`config.mk`:
```
export PLATFORM = sky130hd
export DESIGN_NAME = descrambler_sync
export DESIGN_NICKNAME = d
export VERILOG_FILES = /design/src/rtl/scrambler_pkg.sv /design/src/rtl/lfsr12_step.sv /design/src/rtl/descrambler_sync.sv
export SDC_FILE = /design/constraint.sdc
export NUM_CORES = 1
export LEC_CHECK = 0
export BUFFER_PORTS_ARGS = -buffer_cell sky130_fd_sc_hd__buf_4
export CORE_MARGIN = 4
export CORE_UTILIZATION = 40
export DETAILED_ROUTE_END_ITERATION = 10
export SYNTH_ARGS = -nofsm -noshare
export SYNTH_HDL_FRONTEND = slang
export SYNTH_SLANG_ARGS = --single-unit
```
`constraint.sdc`:
```
create_clock -name CLK_I -period 5.5 [get_ports CLK_I]
set_input_delay 0 -clock CLK_I [delete_from_list [all_inputs] [get_ports CLK_I]]
set_output_delay 0 -clock CLK_I [all_outputs]
set_load 0.03 [all_outputs]
```
`src/rtl/scrambler_pkg.sv`:
```
// rtl/scrambler_pkg.sv - shared types, constants and feedback function for the 12-bit additive scrambler family
//
// Purpose : common definitions used by the transmit scrambler, the
//           lfsr12_step helper and descrambler_sync.
// Contents: LFSR_W, TAP_MASK, DEFAULT_SEED, dsc_state_t, lfsr_fb().

package scrambler_pkg;

  localparam int LFSR_W = 12;

  // Feedback taps at bits 10, 3 and 0.
  localparam logic [LFSR_W-1:0] TAP_MASK = 12'b0100_0000_1001;

  localparam logic [LFSR_W-1:0] DEFAULT_SEED = 12'h14D;

  typedef enum logic [1:0] {
    HUNT   = 2'd0,
    VERIFY = 2'd1,
    LOCKED = 2'd2
  } dsc_state_t;

  // Feedback bit of the LFSR; this is also the keystream bit for the
  // current position in the sequence.
  function automatic logic lfsr_fb(input logic [LFSR_W-1:0] state);
    return ^(state & TAP_MASK);
  endfunction

endpackage : scrambler_pkg

```
`src/rtl/lfsr12_step.sv`:
```
// rtl/lfsr12_step.sv - combinational one-step advance of the 12-bit scrambler LFSR
//
// Purpose : produces the feedback/keystream bit for the current LFSR value
//           and the LFSR value after one shift. Shared by the scrambler and
//           descrambler so both ends advance identically.
// Ports   :
//   state_i  in  [11:0]  current LFSR value
//   fb_o     out         feedback bit (keystream bit for this position)
//   next_o   out [11:0]  LFSR value after one shift: {fb, state[11:1]}

module lfsr12_step
  import scrambler_pkg::*;
(
  input  logic [LFSR_W-1:0] state_i,
  output logic              fb_o,
  output logic [LFSR_W-1:0] next_o
);

  assign fb_o   = lfsr_fb(state_i);
  assign next_o = {fb_o, state_i[LFSR_W-1:1]};

endmodule : lfsr12_step

```
`src/rtl/descrambler_sync.sv`:
```
// rtl/descrambler_sync.sv - self-synchronising receive descrambler for the 12-bit additive scrambler
//
// Purpose : removes the additive keystream from the received serial bits.
//           Alignment comes either from the shared reset seed (START_LOCKED)
//           or from hunting on an all-zero idle preamble: with zero
//           plaintext the last 12 line bits equal the transmitter LFSR, so
//           they are captured, then VERIFY_LEN further bits are predicted
//           before declaring lock.
// Ports   :
//   CLK_I     in   clock
//   RST_N_I   in   asynchronous active-low reset
//   BIT_I     in   received scrambled bit, qualified by VALID_I
//   VALID_I   in   BIT_I valid this cycle (no backpressure)
//   RESYNC_I  in   single-cycle pulse, forces re-acquisition (HUNT)
//   BIT_O     out  descrambled bit, registered
//   VALID_O   out  BIT_O valid, registered, one cycle after VALID_I
//   LOCK_O    out  high while in LOCKED, registered

module descrambler_sync
  import scrambler_pkg::*;
#(
  parameter logic [LFSR_W-1:0] SEED         = DEFAULT_SEED,
  parameter bit                START_LOCKED = 1'b1,
  parameter int unsigned       VERIFY_LEN   = 16
) (
  input  logic CLK_I,
  input  logic RST_N_I,
  input  logic BIT_I,
  input  logic VALID_I,
  input  logic RESYNC_I,
  output logic BIT_O,
  output logic VALID_O,
  output logic LOCK_O
);

  localparam dsc_state_t RESET_STATE  = START_LOCKED ? LOCKED : HUNT;
  localparam logic [7:0] HUNT_LAST    = 8'(LFSR_W - 1);
  localparam logic [7:0] VERIFY_LEN_C = VERIFY_LEN[7:0];

  dsc_state_t        state_q,  state_d;
  logic [LFSR_W-1:0] lfsr_q,   lfsr_d;
  // The oldest hunt bit is shifted out on the same cycle the capture is
  // taken, so bit 0 is never stored.
  logic [LFSR_W-1:1] hunt_sr_q, hunt_sr_d;
  logic [7:0]        bit_cnt_q, bit_cnt_d;
  logic              bit_o_q,   bit_o_d;
  logic              valid_o_q, valid_o_d;
  logic              lock_o_q,  lock_o_d;

  logic              fb;
  logic [LFSR_W-1:0] lfsr_step;
  logic [LFSR_W-1:0] hunt_capture;
  logic [7:0]        cnt_inc;

  lfsr12_step u_step (
    .state_i (lfsr_q),
    .fb_o    (fb),
    .next_o  (lfsr_step)
  );

  always_ff @(posedge CLK_I or negedge RST_N_I) begin
    if (!RST_N_I) begin
      state_q   <= RESET_STATE;
      lfsr_q    <= SEED;
      hunt_sr_q <= '0;
      bit_cnt_q <= '0;
      bit_o_q   <= 1'b0;
      valid_o_q <= 1'b0;
      lock_o_q  <= START_LOCKED;
    end else begin
      state_q   <= state_d;
      lfsr_q    <= lfsr_d;
      hunt_sr_q <= hunt_sr_d;
      bit_cnt_q <= bit_cnt_d;
      bit_o_q   <= bit_o_d;
      valid_o_q <= valid_o_d;
      lock_o_q  <= lock_o_d;
    end
  end

  always_comb begin
    state_d   = state_q;
    lfsr_d    = lfsr_q;
    hunt_sr_d = hunt_sr_q;
    bit_cnt_d = bit_cnt_q;
    bit_o_d   = bit_o_q;
    valid_o_d = 1'b0;

    // Newest bit enters at the MSB, matching how the transmitter shifts its
    // feedback in; after 12 idle bits this equals the transmitter LFSR.
    hunt_capture = {BIT_I, hunt_sr_q};
    cnt_inc      = bit_cnt_q + 8'd1;

    if (RESYNC_I) begin
      state_d   = HUNT;
      hunt_sr_d = '0;
      bit_cnt_d = '0;
    end else if (VALID_I) begin
      case (state_q)
        HUNT: begin
          hunt_sr_d = hunt_capture[LFSR_W-1:1];
          if (bit_cnt_q == HUNT_LAST) begin
            bit_cnt_d = '0;
            // An all-zero capture would lock the LFSR at zero forever;
            // discard it and hunt a fresh 12 bits.
            if (hunt_capture != '0) begin
              lfsr_d  = hunt_capture;
              state_d = VERIFY;
            end
          end else begin
            bit_cnt_d = cnt_inc;
          end
        end

        VERIFY: begin
          if (BIT_I == fb) begin
            lfsr_d = lfsr_step;
            if (cnt_inc == VERIFY_LEN_C) begin
              state_d   = LOCKED;
              bit_cnt_d = '0;
            end else begin
              bit_cnt_d = cnt_inc;
            end
          end else begin
            // The mismatching bit is dropped; the next hunt starts clean.
            state_d   = HUNT;
            hunt_sr_d = '0;
            bit_cnt_d = '0;
          end
        end

        LOCKED: begin
          bit_o_d   = BIT_I ^ fb;
          valid_o_d = 1'b1;
          lfsr_d    = lfsr_step;
        end

        default: begin
          state_d   = HUNT;
          hunt_sr_d = '0;
          bit_cnt_d = '0;
        end
      endcase
    end

    lock_o_d = (state_d == LOCKED);
  end

  assign BIT_O   = bit_o_q;
  assign VALID_O = valid_o_q;
  assign LOCK_O  = lock_o_q;

endmodule : descrambler_sync

```
==> results by stage <==
Run status:
- The run finished with clean final reports.

STA:
- The final-report hold violation count is 0.
- The slew at the pin with the worst max-slew slack is 0.614 ns.
- Setup repair after global routing left no endpoint under its margin.
- Across the routed clock network, the largest skew measured is just under 0.006 ns.
- The final critical path takes up between 30% and 40% of the cycle.
- After layout, the minimum clock period comes to around 2.1 ns.
- In this run the tightest slew margin relative to its limit is 59.1%.
- The summed negative setup slack over all endpoints is 0 ns.
- The maximum clock rate is about 0.47 GHz.
- The final max-slew violation count was 0.
- The total of endpoints with negative setup slack in the final report is 0.

Logic synthesis:
- The Yosys step of the flow raised 0 warnings.
- The synthesized design contains 0 enable-type register cells.
- Synthesis produced a netlist whose cell count is roughly 200.
- The async set-or-reset flop fraction in the synthesized netlist is between 90% and 100%.
- The number of nets handed over by synthesis was approximately 210.
- A synthesized cell averages ~10 um2.
- After synthesis, the netlist uses 50 different library cells.
- The number of synthesized register bits is 36.
- After synthesis, flip-flops and latches occupy 44.6% of the total area.
- In this run the cell area of the synthesized design comes to between 2000 and 2500 um2.
- For this run, the leading register cell type out of synthesis is sky130_fd_sc_hd__dfrtp_1.

Global route:
- The initial antenna violation count came to 0.
- Global routing used 14.2% of the available tracks across all layers.
- The pin count of the biggest net entering global routing is 37.
- The wire length of the first global-routing pass is 6910 um.
- The total congestion overflow is 0.
- The number of global-route vias before repair is 1419.

Power and ir drop:
- In this run switching power makes up 24.6% of total power.
- The power dissipated by switching net loads is roughly 0.13 mW.
- The peak ir drop on the vdd network is 0.149 mV.
- For this design the ratio of total power to cell area is between 200 and 250 nW/um2.
- The combinational share of power is 8.2%.
- The analysis attributes to cell leakage a power of just over 0.9 nW.
- The clock share of power is approximately two fifths.
- The internal power contribution is slightly below 0.4 mW.
- The relative contribution of sequential cells to total power is between 50 and 60%.

Placed design:
- The cell count after placement is 270.
- The routability congestion estimate from global placement is 0.816.
- Port buffering added 7 buffers.
- The detailed placement HPWL is around 2700 um.

Final layout:
- The final antenna diode count is 0.
- The area growth from synthesis to layout is 8.84%.
- Counting the fill cells in the layout gives approximately 480.
- Excluding fillers, the count of instances in the completed layout stands at between 200 and 300.
- After the last flow step, the layout net total stands at approximately 220.
- The post-route netlist has 18.9% of its cells at a drive strength greater than 1.

Floorplan:
- The starting density of the core is 42.3%.
- The floorplan die area is ~6300 um2.
- The floorplan step defined a core boundary enclosing 4820 um2.
- The floorplan die height is 79.4 um.
- The die width is between 70 and 80 um.
- The number of top-level design ports is 8.
- In this run the core area contains 25 standard-cell rows.

Detailed routing:
- In the final routed layout, each cell accounts on average for 13.7 um.
- The number of nets with antenna violations after detailed routing is 0.
- The total vias in the final route is between 1000 and 1500.
- Using the TritonRoute via totals, the vias-per-cell ratio works out to about 5.2.
- The final wirelength is about 3800 um.
- For this run, design rule violations remaining after detail routing come to 0.
- Before antenna repair, the detailed router went through 4 iterations.
- The first routing iteration left 110 violations.

Clocking:
- After clock tree synthesis, the flow added hold-fix buffers numbering 1.
- Buffers inserted during clock tree synthesis total 5.
- Clock-pin slew was measured on the worst setup and hold paths at approximately 0.070 ns.
- The H-tree level count is 2.
- The post-CTS setup repair buffer count is 0.
- The clock tree from TritonCTS is yes.
- For this design, the sink count on the clock tree is 36.
- The cell sitting at the root of the clock tree is a sky130_fd_sc_hd__clkbuf_8.
- Counting along the longest clock path gives a buffer depth of 2.
- The number of resized instances in the post-cts repair step is 0.
- The clock network latency to the later pin of the worst-skew pair is approximately 0.29 ns.

Worst setup path:
- STA classifies the critical path startpoint as a flop.
- In this run the worst path has a maximum fanout of 24.
- The worst path arrival time is ~2.3 ns.
- The worst setup path is of the reg -> reg kind.
- The endpoint type of the worst setup path is a flop.
- At the worst endpoint, the required time is 5.64 ns.

Flow run:
- Max-cap violations in this run came to 0.

Hold path:
- The path category of the worst min-delay check is in -> reg.
[stage by stage]
stage	hold WS [ns]	util [%]	power, mW	cell area (um2)	worst slack (ns)
global route	0.0286	46.1	0.538	2220	3.17
floorplan	-0.296	-	0.307	2040	3.57
CTS	0.0132	46.1	0.520	2220	3.36
detailed placement	-0.00999	43.9	0.322	2110	3.38
global placement	-0.00872	43.9	0.322	2110	3.39
finish	0.0221	46.1	0.512	2220	3.37
[power groups by stage]
stage / combinational (mW) / sequential (mW) / clock [mW]
floorplan: 0.0259 / 0.281 / 0
global placement: 0.0420 / 0.280 / 0
detailed placement: 0.0422 / 0.280 / 0
CTS: 0.0427 / 0.275 / 0.203
global route: 0.0475 / 0.276 / 0.215
finish: 0.0419 / 0.275 / 0.195
[cells in the mapped netlist (all sizes together) (3+ instances only)]
| cell type | number | area, um2 |
|---|---|---|
| nand2 | 42 | 158 |
| dfrtp | 29 | 726 |
| o21ai | 25 | 151 |
| mux2i | 12 | 120 |
| dfstp | 7 | 184 |
| nor2 | 7 | 26.3 |
| a21oi | 6 | 30.0 |
| ha | 6 | 75.1 |
| inv | 6 | 22.5 |
| nand3 | 5 | 25.0 |
| buf | 4 | 38.8 |
| o211ai | 4 | 35.0 |
| xor2 | 4 | 42.6 |
| and2b | 3 | 26.3 |
| clkbuf | 3 | 21.3 |
| nor4 | 3 | 18.8 |
| or3 | 3 | 20.0 |
[worst paths after layout]
check | slack, ns | depth (start not counted) | endpoint | from
max | 3.37 | 5 | lfsr_q[10] | lfsr_q[3]
min | 0.02 | 4 | state_q[1] | RESYNC_I
max reg2reg | 3.37 | 5 | lfsr_q[10] | lfsr_q[3]
min reg2reg | 0.48 | 2 | lfsr_q[6] | lfsr_q[6]
max in group asynchronous | 4.94 | 2 | state_q[1] | RST_N_I
min in group asynchronous | 0.19 | 2 | VALID_O | RST_N_I
[per-layer routing]
layer  up-vias  share of wire [%]  global-route usage (%)
met4         0                2.0                    6.01
met1       691                 51                    19.8
met2        15                 43                    20.9
li1        737                  -                       -
met5         -                  0                       0
met3         9                3.4                    3.61
[cell type report]
type | instances | area [um2] | share of cell area, %
multi-input cells | 154 | 1050 | 47.2
flip-flops and latches | 36 | 910 | 41.0
clock buffers | 7 | 86.3 | 3.89
well taps | 67 | 83.8 | 3.78
repair buffers | 8 | 62.6 | 2.82
inverters | 6 | 22.5 | 1.02
clock inverters | 1 | 7.51 | 0.338
[state kept, by name (all words and copies together), names as in the netlist]
name	flops
BIT_O	1
LOCK_O	1
VALID_O	1
bit_cnt_q	8
hunt_sr_q	11
lfsr_q	12
state_q	2
[cell families (layout without fill, tap and decap cells)]
family | count (synthesis) | in the layout | synth area share [%]
simple gates | 76 | 76 | 17.7
compound gates | 53 | 53 | 19.8
flops | 36 | 36 | 44.6
mux | 13 | 13 | 6.45
buf+inv | 13 | 22 | 4.05
fa+ha+maj | 6 | 6 | 3.68
xor+xnor | 6 | 6 | 3.68
[layout by cell type (no fill, tap or decap), types with 3 or more instances in the layout]
cell type and count:
sky130_fd_sc_hd__nor4_1 3, sky130_fd_sc_hd__xor2_1 3, sky130_fd_sc_hd__inv_1 6, sky130_fd_sc_hd__clkbuf_8 6
sky130_fd_sc_hd__nand2_1 42, sky130_fd_sc_hd__dfrtp_1 29, sky130_fd_sc_hd__buf_4 7, sky130_fd_sc_hd__dfstp_2 7
sky130_fd_sc_hd__nor2_1 7, sky130_fd_sc_hd__o211ai_1 3, sky130_fd_sc_hd__ha_1 6, sky130_fd_sc_hd__o21ai_0 15
sky130_fd_sc_hd__o21ai_1 3, sky130_fd_sc_hd__o21ai_2 7, sky130_fd_sc_hd__mux2i_1 12, sky130_fd_sc_hd__nand3_1 5
sky130_fd_sc_hd__and2b_2 3, sky130_fd_sc_hd__a21oi_1 6
[critical path, stage by stage, from the launching register on]
cell	delay (ns)
sky130_fd_sc_hd__dfstp_2	0.57
sky130_fd_sc_hd__xnor3_2	0.48
sky130_fd_sc_hd__xor2_2	0.36
sky130_fd_sc_hd__o2111ai_4	0.34
sky130_fd_sc_hd__nand2_1	0.15
sky130_fd_sc_hd__o21ai_0	0.09
No activity file was read; power rests on OpenSTA's default activity.
